## config.mk

```make
export PLATFORM = sky130hd
export DESIGN_NAME = id_issue_queue_flat
export DESIGN_NICKNAME = d
export VERILOG_FILES = /design/src/rtl/id_issue_queue_pkg.sv /design/src/rtl/id_issue_queue_if.sv /design/src/rtl/id_issue_queue_scoreboard.sv /design/src/rtl/id_issue_queue.sv /design/src/flat_wrapper.sv
export SDC_FILE = /design/constraint.sdc
export NUM_CORES = 1
export LEC_CHECK = 0
export ABC_AREA = 1
export BUFFER_PORTS_ARGS = -buffer_cell sky130_fd_sc_hd__buf_2
export CELL_PAD_IN_SITES_DETAIL_PLACEMENT = 0
export CELL_PAD_IN_SITES_GLOBAL_PLACEMENT = 1
export CORE_UTILIZATION = 49
export DETAILED_ROUTE_END_ITERATION = 10
export PLACE_DENSITY_LB_ADDON = 0.1
export SLEW_MARGIN = 20
export SYNTH_ARGS = -nofsm -noshare
export SYNTH_HDL_FRONTEND = slang
export SYNTH_HIERARCHICAL = 1
export SYNTH_SLANG_ARGS = --single-unit
```

## constraint.sdc

```tcl
create_clock -name clk -period 7.8 [get_ports clk]
set_clock_uncertainty 0.1 [all_clocks]
set_input_delay 1.56 -clock clk [delete_from_list [all_inputs] [get_ports clk]]
set_output_delay 1.56 -clock clk [all_outputs]
set_load 0.02 [all_outputs]
```

## src/rtl/id_issue_queue_pkg.sv

```systemverilog
// rtl/id_issue_queue_pkg.sv - opcode groups, register-index width and head decode helpers
package id_issue_queue_pkg;

  localparam int NREGS_ARCH = 32;
  localparam int REG_W = $clog2(NREGS_ARCH);

  typedef enum logic [6:0] {
    OP_R       = 7'b0110011,
    OP_I_ARITH = 7'b0010011,
    OP_I_LD    = 7'b0000011,
    OP_I_JAL   = 7'b1100111,
    OP_S       = 7'b0100011,
    OP_B       = 7'b1100011,
    OP_U_LD    = 7'b0110111,
    OP_U_AUIPC = 7'b0010111,
    OP_J       = 7'b1101111
  } opcode_e;

  typedef struct packed {
    logic             rs1_used;
    logic             rs2_used;
    logic             reg_wr;
    logic [REG_W-1:0] rd;
    logic [REG_W-1:0] rs1;
    logic [REG_W-1:0] rs2;
  } head_dec_t;

  function automatic logic uses_rs1(input logic [6:0] op);
    case (op)
      OP_R, OP_S, OP_B, OP_I_ARITH, OP_I_LD, OP_I_JAL: return 1'b1;
      default: return 1'b0;
    endcase
  endfunction

  function automatic logic uses_rs2(input logic [6:0] op);
    case (op)
      OP_R, OP_S, OP_B: return 1'b1;
      default: return 1'b0;
    endcase
  endfunction

  function automatic logic writes_rd(input logic [6:0] op);
    case (op)
      OP_R, OP_I_ARITH, OP_I_LD, OP_I_JAL, OP_U_LD, OP_U_AUIPC, OP_J: return 1'b1;
      default: return 1'b0;
    endcase
  endfunction

  // x0 is hardwired, so it never creates a dependency or a pending write
  function automatic head_dec_t decode_inst(input logic [31:0] inst);
    head_dec_t d;
    d.rd       = inst[11:7];
    d.rs1      = inst[19:15];
    d.rs2      = inst[24:20];
    d.rs1_used = uses_rs1(inst[6:0]) && (d.rs1 != '0);
    d.rs2_used = uses_rs2(inst[6:0]) && (d.rs2 != '0);
    d.reg_wr   = writes_rd(inst[6:0]) && (d.rd != '0);
    return d;
  endfunction

endpackage

```

## src/rtl/id_issue_queue_if.sv

```systemverilog
// rtl/id_issue_queue_if.sv - IF/EX/WB handshake bundle of the issue queue
interface id_issue_queue_if #(
  parameter int XLEN  = 32,
  parameter int DEPTH = 4
);
  import id_issue_queue_pkg::*;

  logic                   if_valid;
  logic                   if_ready;
  logic [31:0]            if_inst;
  logic [XLEN-1:0]        if_pc;
  logic                   flush;
  logic                   iss_valid;
  logic                   iss_ready;
  logic [31:0]            iss_inst;
  logic [XLEN-1:0]        iss_pc;
  logic [REG_W-1:0]       iss_rd_idx;
  logic                   iss_reg_wr;
  logic                   wb_valid;
  logic [REG_W-1:0]       wb_rd_idx;
  logic                   hazard_stall;
  logic [$clog2(DEPTH):0] occupancy;

  modport slave (
    input  if_valid, if_inst, if_pc, flush, iss_ready, wb_valid, wb_rd_idx,
    output if_ready, iss_valid, iss_inst, iss_pc, iss_rd_idx, iss_reg_wr, hazard_stall, occupancy
  );

  modport master (
    output if_valid, if_inst, if_pc, flush, iss_ready, wb_valid, wb_rd_idx,
    input  if_ready, iss_valid, iss_inst, iss_pc, iss_rd_idx, iss_reg_wr, hazard_stall, occupancy
  );

endinterface

```

## src/rtl/id_issue_queue_scoreboard.sv

```systemverilog
// rtl/id_issue_queue_scoreboard.sv - per-register counting scoreboard of in-flight writes
module id_scoreboard
  import id_issue_queue_pkg::*;
#(
  parameter int NREGS = 32,
  parameter int CNT_W = 2
) (
  input  logic             clk,
  input  logic             rst,
  input  logic             inc_en,
  input  logic [REG_W-1:0] inc_idx,
  input  logic             dec_en,
  input  logic [REG_W-1:0] dec_idx,
  input  logic [REG_W-1:0] q1_idx,
  input  logic [REG_W-1:0] q2_idx,
  input  logic [REG_W-1:0] sat_idx,
  output logic             busy1,
  output logic             busy2,
  output logic             sat
);

  localparam logic [CNT_W-1:0] CNT_MAX = '1;

  logic [CNT_W-1:0] cnt_q [NREGS];
  logic [CNT_W-1:0] cnt_d [NREGS];

  // Entry 0 is skipped so it stays zero; a release at zero is dropped, and an
  // issue plus a release on the same register cancel out.
  always_comb begin
    cnt_d = cnt_q;
    for (int i = 1; i < NREGS; i++) begin
      if (inc_en && inc_idx == REG_W'(i) && cnt_q[i] != CNT_MAX) begin
        if (!(dec_en && dec_idx == REG_W'(i) && cnt_q[i] != '0))
          cnt_d[i] = cnt_q[i] + CNT_W'(1);
      end else if (dec_en && dec_idx == REG_W'(i) && cnt_q[i] != '0) begin
        cnt_d[i] = cnt_q[i] - CNT_W'(1);
      end
    end
  end

  always_ff @(posedge clk) begin
    if (rst) begin
      for (int i = 0; i < NREGS; i++) cnt_q[i] <= '0;
    end else begin
      cnt_q <= cnt_d;
    end
  end

  always_comb begin
    busy1 = cnt_q[q1_idx] != '0;
    busy2 = cnt_q[q2_idx] != '0;
    sat   = cnt_q[sat_idx] == CNT_MAX;
  end

endmodule

```

## src/rtl/id_issue_queue.sv

```systemverilog
// rtl/id_issue_queue.sv - buffered decode/issue queue with scoreboard interlock between IF and EX
module id_issue_queue
  import id_issue_queue_pkg::*;
#(
  parameter int DEPTH = 4,
  parameter int XLEN  = 32,
  parameter int NREGS = 32,
  parameter int CNT_W = 2
) (
  input logic             clk,
  input logic             rst,
  id_issue_queue_if.slave bus
);

  localparam int PTR_W = $clog2(DEPTH);
  localparam logic [PTR_W:0] FULL_CNT = (PTR_W+1)'(DEPTH);

  logic [31:0]      inst_mem_q [DEPTH];
  logic [31:0]      inst_mem_d [DEPTH];
  logic [XLEN-1:0]  pc_mem_q   [DEPTH];
  logic [XLEN-1:0]  pc_mem_d   [DEPTH];
  logic [PTR_W-1:0] head_q, head_d, tail_q, tail_d;
  logic [PTR_W:0]   count_q, count_d;

  head_dec_t hd;
  logic busy_rs1, busy_rs2, rd_sat;
  logic blocked, not_empty, full, enq, deq;

  assign hd = decode_inst(inst_mem_q[head_q]);

  id_scoreboard #(.NREGS(NREGS), .CNT_W(CNT_W)) u_sb (
    .clk     (clk),
    .rst     (rst),
    .inc_en  (deq & hd.reg_wr),
    .inc_idx (hd.rd),
    .dec_en  (bus.wb_valid),
    .dec_idx (bus.wb_rd_idx),
    .q1_idx  (hd.rs1),
    .q2_idx  (hd.rs2),
    .sat_idx (hd.rd),
    .busy1   (busy_rs1),
    .busy2   (busy_rs2),
    .sat     (rd_sat)
  );

  // A saturated counter on rd blocks too: one more issue would overflow it
  always_comb begin
    not_empty        = count_q != '0;
    full             = count_q == FULL_CNT;
    blocked          = (hd.rs1_used & busy_rs1) | (hd.rs2_used & busy_rs2) | (hd.reg_wr & rd_sat);
    bus.if_ready     = ~full;
    bus.iss_valid    = not_empty & ~blocked & ~bus.flush;
    bus.hazard_stall = not_empty & blocked;
    bus.iss_inst     = inst_mem_q[head_q];
    bus.iss_pc       = pc_mem_q[head_q];
    bus.iss_rd_idx   = hd.reg_wr ? hd.rd : '0;
    bus.iss_reg_wr   = hd.reg_wr;
    bus.occupancy    = count_q;
    enq              = bus.if_valid & ~full & ~bus.flush;
    deq              = not_empty & ~blocked & ~bus.flush & bus.iss_ready;
  end

  always_comb begin
    inst_mem_d = inst_mem_q;
    pc_mem_d   = pc_mem_q;
    head_d     = head_q;
    tail_d     = tail_q;
    count_d    = count_q;
    if (bus.flush) begin
      head_d  = '0;
      tail_d  = '0;
      count_d = '0;
    end else begin
      if (enq) begin
        inst_mem_d[tail_q] = bus.if_inst;
        pc_mem_d[tail_q]   = bus.if_pc;
        tail_d             = tail_q + PTR_W'(1);
      end
      if (deq) head_d = head_q + PTR_W'(1);
      count_d = count_q + (PTR_W+1)'(enq) - (PTR_W+1)'(deq);
    end
  end

  always_ff @(posedge clk) begin
    if (rst) begin
      head_q  <= '0;
      tail_q  <= '0;
      count_q <= '0;
    end else begin
      head_q  <= head_d;
      tail_q  <= tail_d;
      count_q <= count_d;
    end
  end

  // Payload storage needs no reset; it is only meaningful behind count_q
  always_ff @(posedge clk) begin
    inst_mem_q <= inst_mem_d;
    pc_mem_q   <= pc_mem_d;
  end

endmodule

```

## src/flat_wrapper.sv

```systemverilog
// flat-port wrapper written by rule: the top's interface ports become plain ports
module id_issue_queue_flat import id_issue_queue_pkg::*;
#(
  parameter int DEPTH = 4,
  parameter int XLEN  = 32,
  parameter int NREGS = 32,
  parameter int CNT_W = 2
)
  (clk, rst, bus_if_valid, bus_if_inst, bus_if_pc, bus_flush, bus_iss_ready, bus_wb_valid, bus_wb_rd_idx, bus_if_ready, bus_iss_valid, bus_iss_inst, bus_iss_pc, bus_iss_rd_idx, bus_iss_reg_wr, bus_hazard_stall, bus_occupancy);
  id_issue_queue_if #(.XLEN(XLEN), .DEPTH(DEPTH)) bus_i ();
  input logic clk;
  input logic rst;
  input wire logic [$bits(bus_i.if_valid)-1:0] bus_if_valid;
  input wire logic [$bits(bus_i.if_inst)-1:0] bus_if_inst;
  input wire logic [$bits(bus_i.if_pc)-1:0] bus_if_pc;
  input wire logic [$bits(bus_i.flush)-1:0] bus_flush;
  input wire logic [$bits(bus_i.iss_ready)-1:0] bus_iss_ready;
  input wire logic [$bits(bus_i.wb_valid)-1:0] bus_wb_valid;
  input wire logic [$bits(bus_i.wb_rd_idx)-1:0] bus_wb_rd_idx;
  output wire logic [$bits(bus_i.if_ready)-1:0] bus_if_ready;
  output wire logic [$bits(bus_i.iss_valid)-1:0] bus_iss_valid;
  output wire logic [$bits(bus_i.iss_inst)-1:0] bus_iss_inst;
  output wire logic [$bits(bus_i.iss_pc)-1:0] bus_iss_pc;
  output wire logic [$bits(bus_i.iss_rd_idx)-1:0] bus_iss_rd_idx;
  output wire logic [$bits(bus_i.iss_reg_wr)-1:0] bus_iss_reg_wr;
  output wire logic [$bits(bus_i.hazard_stall)-1:0] bus_hazard_stall;
  output wire logic [$bits(bus_i.occupancy)-1:0] bus_occupancy;
  assign bus_i.if_valid = bus_if_valid;
  assign bus_i.if_inst = bus_if_inst;
  assign bus_i.if_pc = bus_if_pc;
  assign bus_i.flush = bus_flush;
  assign bus_i.iss_ready = bus_iss_ready;
  assign bus_i.wb_valid = bus_wb_valid;
  assign bus_i.wb_rd_idx = bus_wb_rd_idx;
  assign bus_if_ready = bus_i.if_ready;
  assign bus_iss_valid = bus_i.iss_valid;
  assign bus_iss_inst = bus_i.iss_inst;
  assign bus_iss_pc = bus_i.iss_pc;
  assign bus_iss_rd_idx = bus_i.iss_rd_idx;
  assign bus_iss_reg_wr = bus_i.iss_reg_wr;
  assign bus_hazard_stall = bus_i.hazard_stall;
  assign bus_occupancy = bus_i.occupancy;
  id_issue_queue #(.DEPTH(DEPTH), .XLEN(XLEN), .NREGS(NREGS), .CNT_W(CNT_W)) u_core (.clk(clk), .rst(rst), .bus(bus_i));
endmodule
```

* Yosys cells after proc, flatten, opt, wreduce, memory -nomap -nowiden
Cells that the tools add are included.
** Word-level totals
- Bits in registers :: 325
- Bits in latches :: 0
- Memory bits (writable) :: 0
- ROM bits :: 0
- Input port bits :: 75
- Output and inout port bits :: 76
- Memories :: 0
** Cells by class
- $add $sub $neg :: 66
- $mul :: 0
- Div/mod/pow operators :: 0
- Order comparisons :: 6
- Equality and inequality tests :: 135
- Shift operators :: 0
- Mux-type cells :: 116
- Bitwise gates (word level) :: 20
- Reduce and logical (&&, ||, !) cells :: 232
** Operators with widths (count)
- $bwmux W128 :: 2
- $mux W2 :: 99
- $eq A5 B5 Y1 const B :: 32
- $mux W32 :: 5
- $bmux W32 S2 :: 2
- $logic_and A1 B1 Y1 :: 128
- $reduce_bool A2 Y1 :: 64
- $ne A2 B2 Y1 const B :: 62
- $eq A5 B4 Y1 const B :: 16
- $add A2 B1 Y2 const B :: 33
- $demux W32 S2 :: 1
- $reduce_and A2 Y1 :: 32
- $sub A2 B1 Y2 const B :: 31
- $eq A5 B3 Y1 const B :: 8
- $bmux W2 S5 :: 3
- $eq A7 B6 Y1 const B :: 3
- $eq A7 B7 Y1 const B :: 3
- $eq A5 B2 Y1 const B :: 4
- $ge A6 B6 Y1 const B :: 3
- $not A5 Y6 :: 3
- $reduce_bool A5 Y1 :: 3
- $eq A7 B5 Y1 const B :: 2
- $and A1 B1 Y1 :: 10
- $eq A5 B1 Y1 const B :: 2
- other kinds (17) :: 24

* Logic depth before layout (Yosys ltp)
- Depth in word-level cells :: 21
- Gate-level depth with buffers :: 34
- Gate-level depth less buffers :: 31

* By module
The synthesis kept the hierarchy.
** Modules (own cells, without submodules)
- id_issue_queue :: times used 1, cells each 828, area each 10447.5 µm², sequential area each 7827.5 µm²
- id_scoreboard :: times used 1, cells each 828, area each 4718.3 µm², sequential area each 1241.2 µm²

* Worst setup path before layout
No wires, ideal clock.
- Kind :: in2reg
- From :: input port bus_if_valid
- To :: register u_core/inst_mem_q[0] in the netlist's numbering, enable pin
- Library setup time :: 0.486 ns
- Arrival time :: 4.738 ns
- Required time :: 7.214 ns
- Setup slack :: 2.475 ns
- Stages :: 4
- Buffers on the path :: 1
- Path through :: nand2_1 > or2_2 > clkbuf_1 > nor2_1
** On the way
- Longest elaborated chain between the ends :: 3
** Ends and longest elaborated chain
- start, declared :: RTL line flat_wrapper.sv:13 : input wire logic [$bits(bus_i.if_valid)-1:0] bus_if_valid;
- $and A1 B1 Y1 (2 in series) :: RTL line id_issue_queue.sv:59 : enq = bus.if_valid & ~full & ~bus.flush;
- $reduce_and A2 Y1 (no line)
- end signal, assigned :: RTL line id_issue_queue.sv:98 : inst_mem_q <= inst_mem_d;
- end, declared :: RTL line id_issue_queue.sv:18 : logic [31:0] inst_mem_q [DEPTH];
No other way between the ends.
A chain may end at the register's enable or synchronous reset.

* Final worst setup path
- From :: register u_core.head_q[0]
- To :: output port bus_iss_valid
** RTL lines
- start, declared :: RTL line id_issue_queue.sv:22 : logic [PTR_W-1:0] head_q, head_d, tail_q, tail_d;
- start signal, assigned :: RTL line id_issue_queue.sv:86 : head_q <= '0;
- start signal, assigned :: RTL line id_issue_queue.sv:90 : head_q <= head_d;
- $not A2 Y3 (implied by the code) :: RTL line id_issue_queue.sv:29 : assign hd = decode_inst(inst_mem_q[head_q]);
- $bmux W32 S2 :: RTL line id_issue_queue.sv:29
- $mux W32 (2 in series)
- $not A5 Y6 (implied by the code) :: RTL line id_issue_queue_scoreboard.sv:52 : sat = cnt_q[sat_idx] == CNT_MAX;
- $bmux W2 S5 :: RTL line id_issue_queue_scoreboard.sv:52
- $mux W2 (implied by the code) (2 in series) :: RTL line id_issue_queue_scoreboard.sv:52
- $eq A2 B2 Y1 :: RTL line id_issue_queue_scoreboard.sv:52
- via u_core.rd_sat :: RTL line id_issue_queue.sv:26 : logic busy_rs1, busy_rs2, rd_sat;
- $and A1 B1 Y1 :: RTL line id_issue_queue.sv:50 : blocked = (hd.rs1_used & busy_rs1) | (hd.rs2_used & busy_rs2) | (hd.reg_wr & rd_sat);
- $or A1 B1 Y1 :: RTL line id_issue_queue.sv:50
- $not A1 Y1 :: RTL line id_issue_queue.sv:52 : bus.iss_valid = not_empty & ~blocked & ~bus.flush;
- $and A1 B1 Y1 (2 in series) :: RTL line id_issue_queue.sv:52
- end, declared :: RTL line flat_wrapper.sv:21 : output wire logic [$bits(bus_i.iss_valid)-1:0] bus_iss_valid;
The timed path passes the listed nets, and every way through them passes these cells. The select of a mux whose other input is x is not followed.

==> impl_metrics.py <==
metrics = {
    "detailed_routing": {
        "wl_um": 40200,
        "final_antenna_net_count": 0,
        "drc": 2,
        "wire_per_inst_um": 18.1,
        "drt_iter0_drc": 870,
        "vias_per_cell": 5.43,
        "dr.pass1.iters": 8,
        "num_vias": 12100,
    },
    "global_routing": {
        "grt_pass1_wl_um": 62000,
        "grt_max_degree": 103,
        "globalRoute.totalOverflow": 0,
        "track_usage": 0.259,
        "grt_pass1_vias": 11300,
        "antenna_found_initial": 7,
    },
    "outcome": {
        "failed_checks": "DRC",
        "status": "finished with violations",
    },
    "floorplan": {
        "io_pins": 151,
        "num_rows": 64,
        "die_x_um": 178,
        "die_h_um": 178,
        "dieArea_um2": 31700,
        "coreArea_um2": 30500,
        "start_util": 0.497,
    },
    "setup_path": {
        "worstPathRequired_ps": 6140,
        "rr_endpoint": "u_core/bus.occupancy[2]",
        "rr_worst_depth": 23,
        "crit_fanout": 102,
        "path_buf_inv": 6,
        "rrSetupSlack_ps": 2410,
        "worstSetupEndpointType": "output pin",
        "start_kind": "flip-flop",
        "cp.arrival_ps": 4490,
        "critPathMaxStageDelay_ps": 910,
        "slowest_stage": "dfxtp_4",
        "crit_path_frequent_cell": "nand3_1",
        "critical_path_class": "reg2out",
        "cp_cell_sequence": "clkinv_2 > buf_4 > nand2_1 > nand3_1 > nand2_1 > inv_1 > inv_1 > nand3_1 > nand3_1 > nand3_1 > nand2_1 > inv_1 > nand3_1 > nand2_2 > nor2_4 > buf_2",
        "cpLargestDelayFamily": "buffers and inverters",
        "r2r-start": "u_core/head_q[0]",
    },
    "timing": {
        "fin_crit_ps": 6150,
        "slew_viol_final": 0,
        "worstMarginPinSlew_ps": 1040,
        "relSlewSlack": 0.309,
        "setup_violations": 0,
        "hold_ws_ps": 389,
        "hold_viol": 0,
        "rsz0062_at_grt": "no",
        "fmax_mhz": 163,
        "finalCritPeriodShare": 0.788,
        "finalSetupTns_ps": 0,
    },
    "min_path": {
        "hp-start": "u_core/u_sb/cnt_q[27]",
        "holdPathEnd": "u_core/u_sb/cnt_q[27]",
        "hold_class": "reg2reg",
        "whs_path_depth": 2,
    },
    "synthesis": {
        "synth_common_cells": "nand2_1 (364), edfxtp_1 (256), nor2_1 (248)",
        "synthesis.nets": 1738,
        "yosysWarnings": 6,
        "seq_area_frac_synth": 0.598,
        "yosys.area.top_type": "edfxtp_1",
        "synthDistinctLibCells": 47,
        "ys_async_sr_fraction": 0,
        "ys_ff_latch": 325,
        "netlist_instances": 1656,
        "netlist_area_um2": 15200,
        "yosysMostFrequentCell": "nand2_1",
        "syn_area_per_cell_um2": 9.16,
        "synth_edf_count": 256,
        "synthFlopType": "edfxtp_1",
        "synthTopCellsByArea": "edfxtp_1 (51%), dfxtp_1 (9.1%), nand2_1 (9.0%)",
        "synth_top_area_share": 0.507,
    },
    "placed_design": {
        "gp_congestion": 0.948,
        "post-dp-hpwl_um": 27300,
        "numPortBuffers": 150,
    },
    "power": {
        "seq_power_share": 0.486,
        "combPwrFrac": 0.058,
        "p_int_mw": 3.06,
        "leakagePower_nw": 6.83,
        "netSwitchingPower_uw": 851,
        "power.share.switching": 0.217,
        "vdd_ir_drop_max_mv": 0.216,
        "clockPowerShare": 0.456,
        "p_per_area_nw_per_um2": 224,
    },
    "job": {
        "max_cap_viol_count": 0,
    },
    "cells_and_area": {
        "seq_area_um2": 9070,
        "nets": 1878,
        "num-fill-cells": 2680,
        "area_delta_synth_final_pct": 15.2,
        "drive_gt1_frac": 0.150,
        "multiInputGateArea_um2": 5290,
    },
    "clock_tree": {
        "insertion_delay_ps": 530,
        "cts_buffers": 37,
        "post_cts_buffers": 0,
        "clockBufferDepth": 3,
        "root_buffer": "clkbuf_16",
        "cts.sinks": 325,
        "clk_pin_slew_ps": 60,
        "hold_buffers": 0,
        "post_cts_resized": 0,
        "h-tree-depth": 2,
        "cts_tree": "built",
    },
}
cell families after synthesis:
logic type,Yosys count,synth area share
buf+inv,198,0.0551
simple gates,840,0.236
fa+ha+maj,7,0.00627
compound gates,283,0.103
xor+xnor,3,0.00173
flops,325,0.598
worst max path at each step:
stage | startpoint | endpoint | depth (start not counted)
final | u_core/head_q[0] | bus_iss_valid | 16
after global routing | u_core/head_q[0] | bus_hazard_stall | 17
after floorplan | bus_if_valid | u_core/inst_mem_q[0] | 4
after global placement | u_core/head_q[0] | bus_iss_valid | 16
after CTS | u_core/head_q[0] | bus_iss_valid | 16
after detailed placement | u_core/head_q[0] | bus_iss_valid | 16
worst min-delay path: stages, from the launching register on:
cell,delay [ps]
dfxtp_1,340
a21oi_1,50
nor2_1,70
registers in the layout, summed over array words and instances (netlist names):
| signal | flops |
|---|---|
| u_core/tail_q | 2 |
| u_core/u_sb/cnt_q | 62 |
| u_core/bus.occupancy | 3 |
| u_core/inst_mem_q | 128 |
| u_core/head_q | 2 |
| u_core/pc_mem_q | 128 |
metrics by stage:
stage          cell area, um^2  worst slack [ps]  cells   util  total power, mW
2_1_floorplan            15200              2480   1656      -             2.07
3_3_place_gp             16200              2290   2153  0.531             2.16
3_5_place_dp             16200              2230   2153  0.531             2.16
4_1_cts                  17500              1650   2217  0.572             3.95
5_1_grt                  17500              1260   2218  0.573             4.04
6_report                 17500              1650   2219  0.573             3.91
per-layer routing:
layer,vias to the layer above,wire length [um],global-route usage
li1,5940,-,-
met1,5631,17500,0.343
met2,391,18500,0.418
met3,78,3060,0.0606
met4,10,1150,0.0837
met5,-,59,0
layout by cell type (no fill, tap or decap), types with 7 or more instances in the layout:
master / Yosys / layout
nand2_1: 364 / 364
edfxtp_1: 256 / 256
nor2_1: 248 / 243
buf_2: 17 / 150
nand3_1: 146 / 146
o21ai_0: 130 / 130
inv_1: 127 / 127
a21oi_1: 72 / 72
dfxtp_1: 69 / 67
o22ai_1: 42 / 42
clkbuf_16: 0 / 38
nor3_1: 22 / 22
nand4_1: 19 / 19
o21a_1: 13 / 13
nor2_4: 7 / 11
inv_2: 11 / 10
buf_4: 1 / 10
nor2_2: 8 / 9
clkbuf_1: 31 / 8
or2_2: 8 / 8
nand2_2: 7 / 7
o21ai_1: 7 / 7
area by class of cell:
cell class                 instances  area share
antenna                            2    0.000286
clock buffer                      47      0.0569
clock inverter                    17      0.0150
inverter                         139      0.0299
multi-input combinational       1133       0.303
sequential                       325       0.519
tap                              396      0.0284
timing repair buffer             160      0.0473
power by group through the flow:
stage / clock network, mW / logic (mW) / registers, mW
3_3_place_gp: 0 / 0.223 / 1.94
6_report: 1.78 / 0.226 / 1.90
3_5_place_dp: 0 / 0.225 / 1.94
4_1_cts: 1.82 / 0.226 / 1.90
5_1_grt: 1.88 / 0.248 / 1.90
2_1_floorplan: 0 / 0.131 / 1.94
No activity file was read; power rests on OpenSTA's default activity.
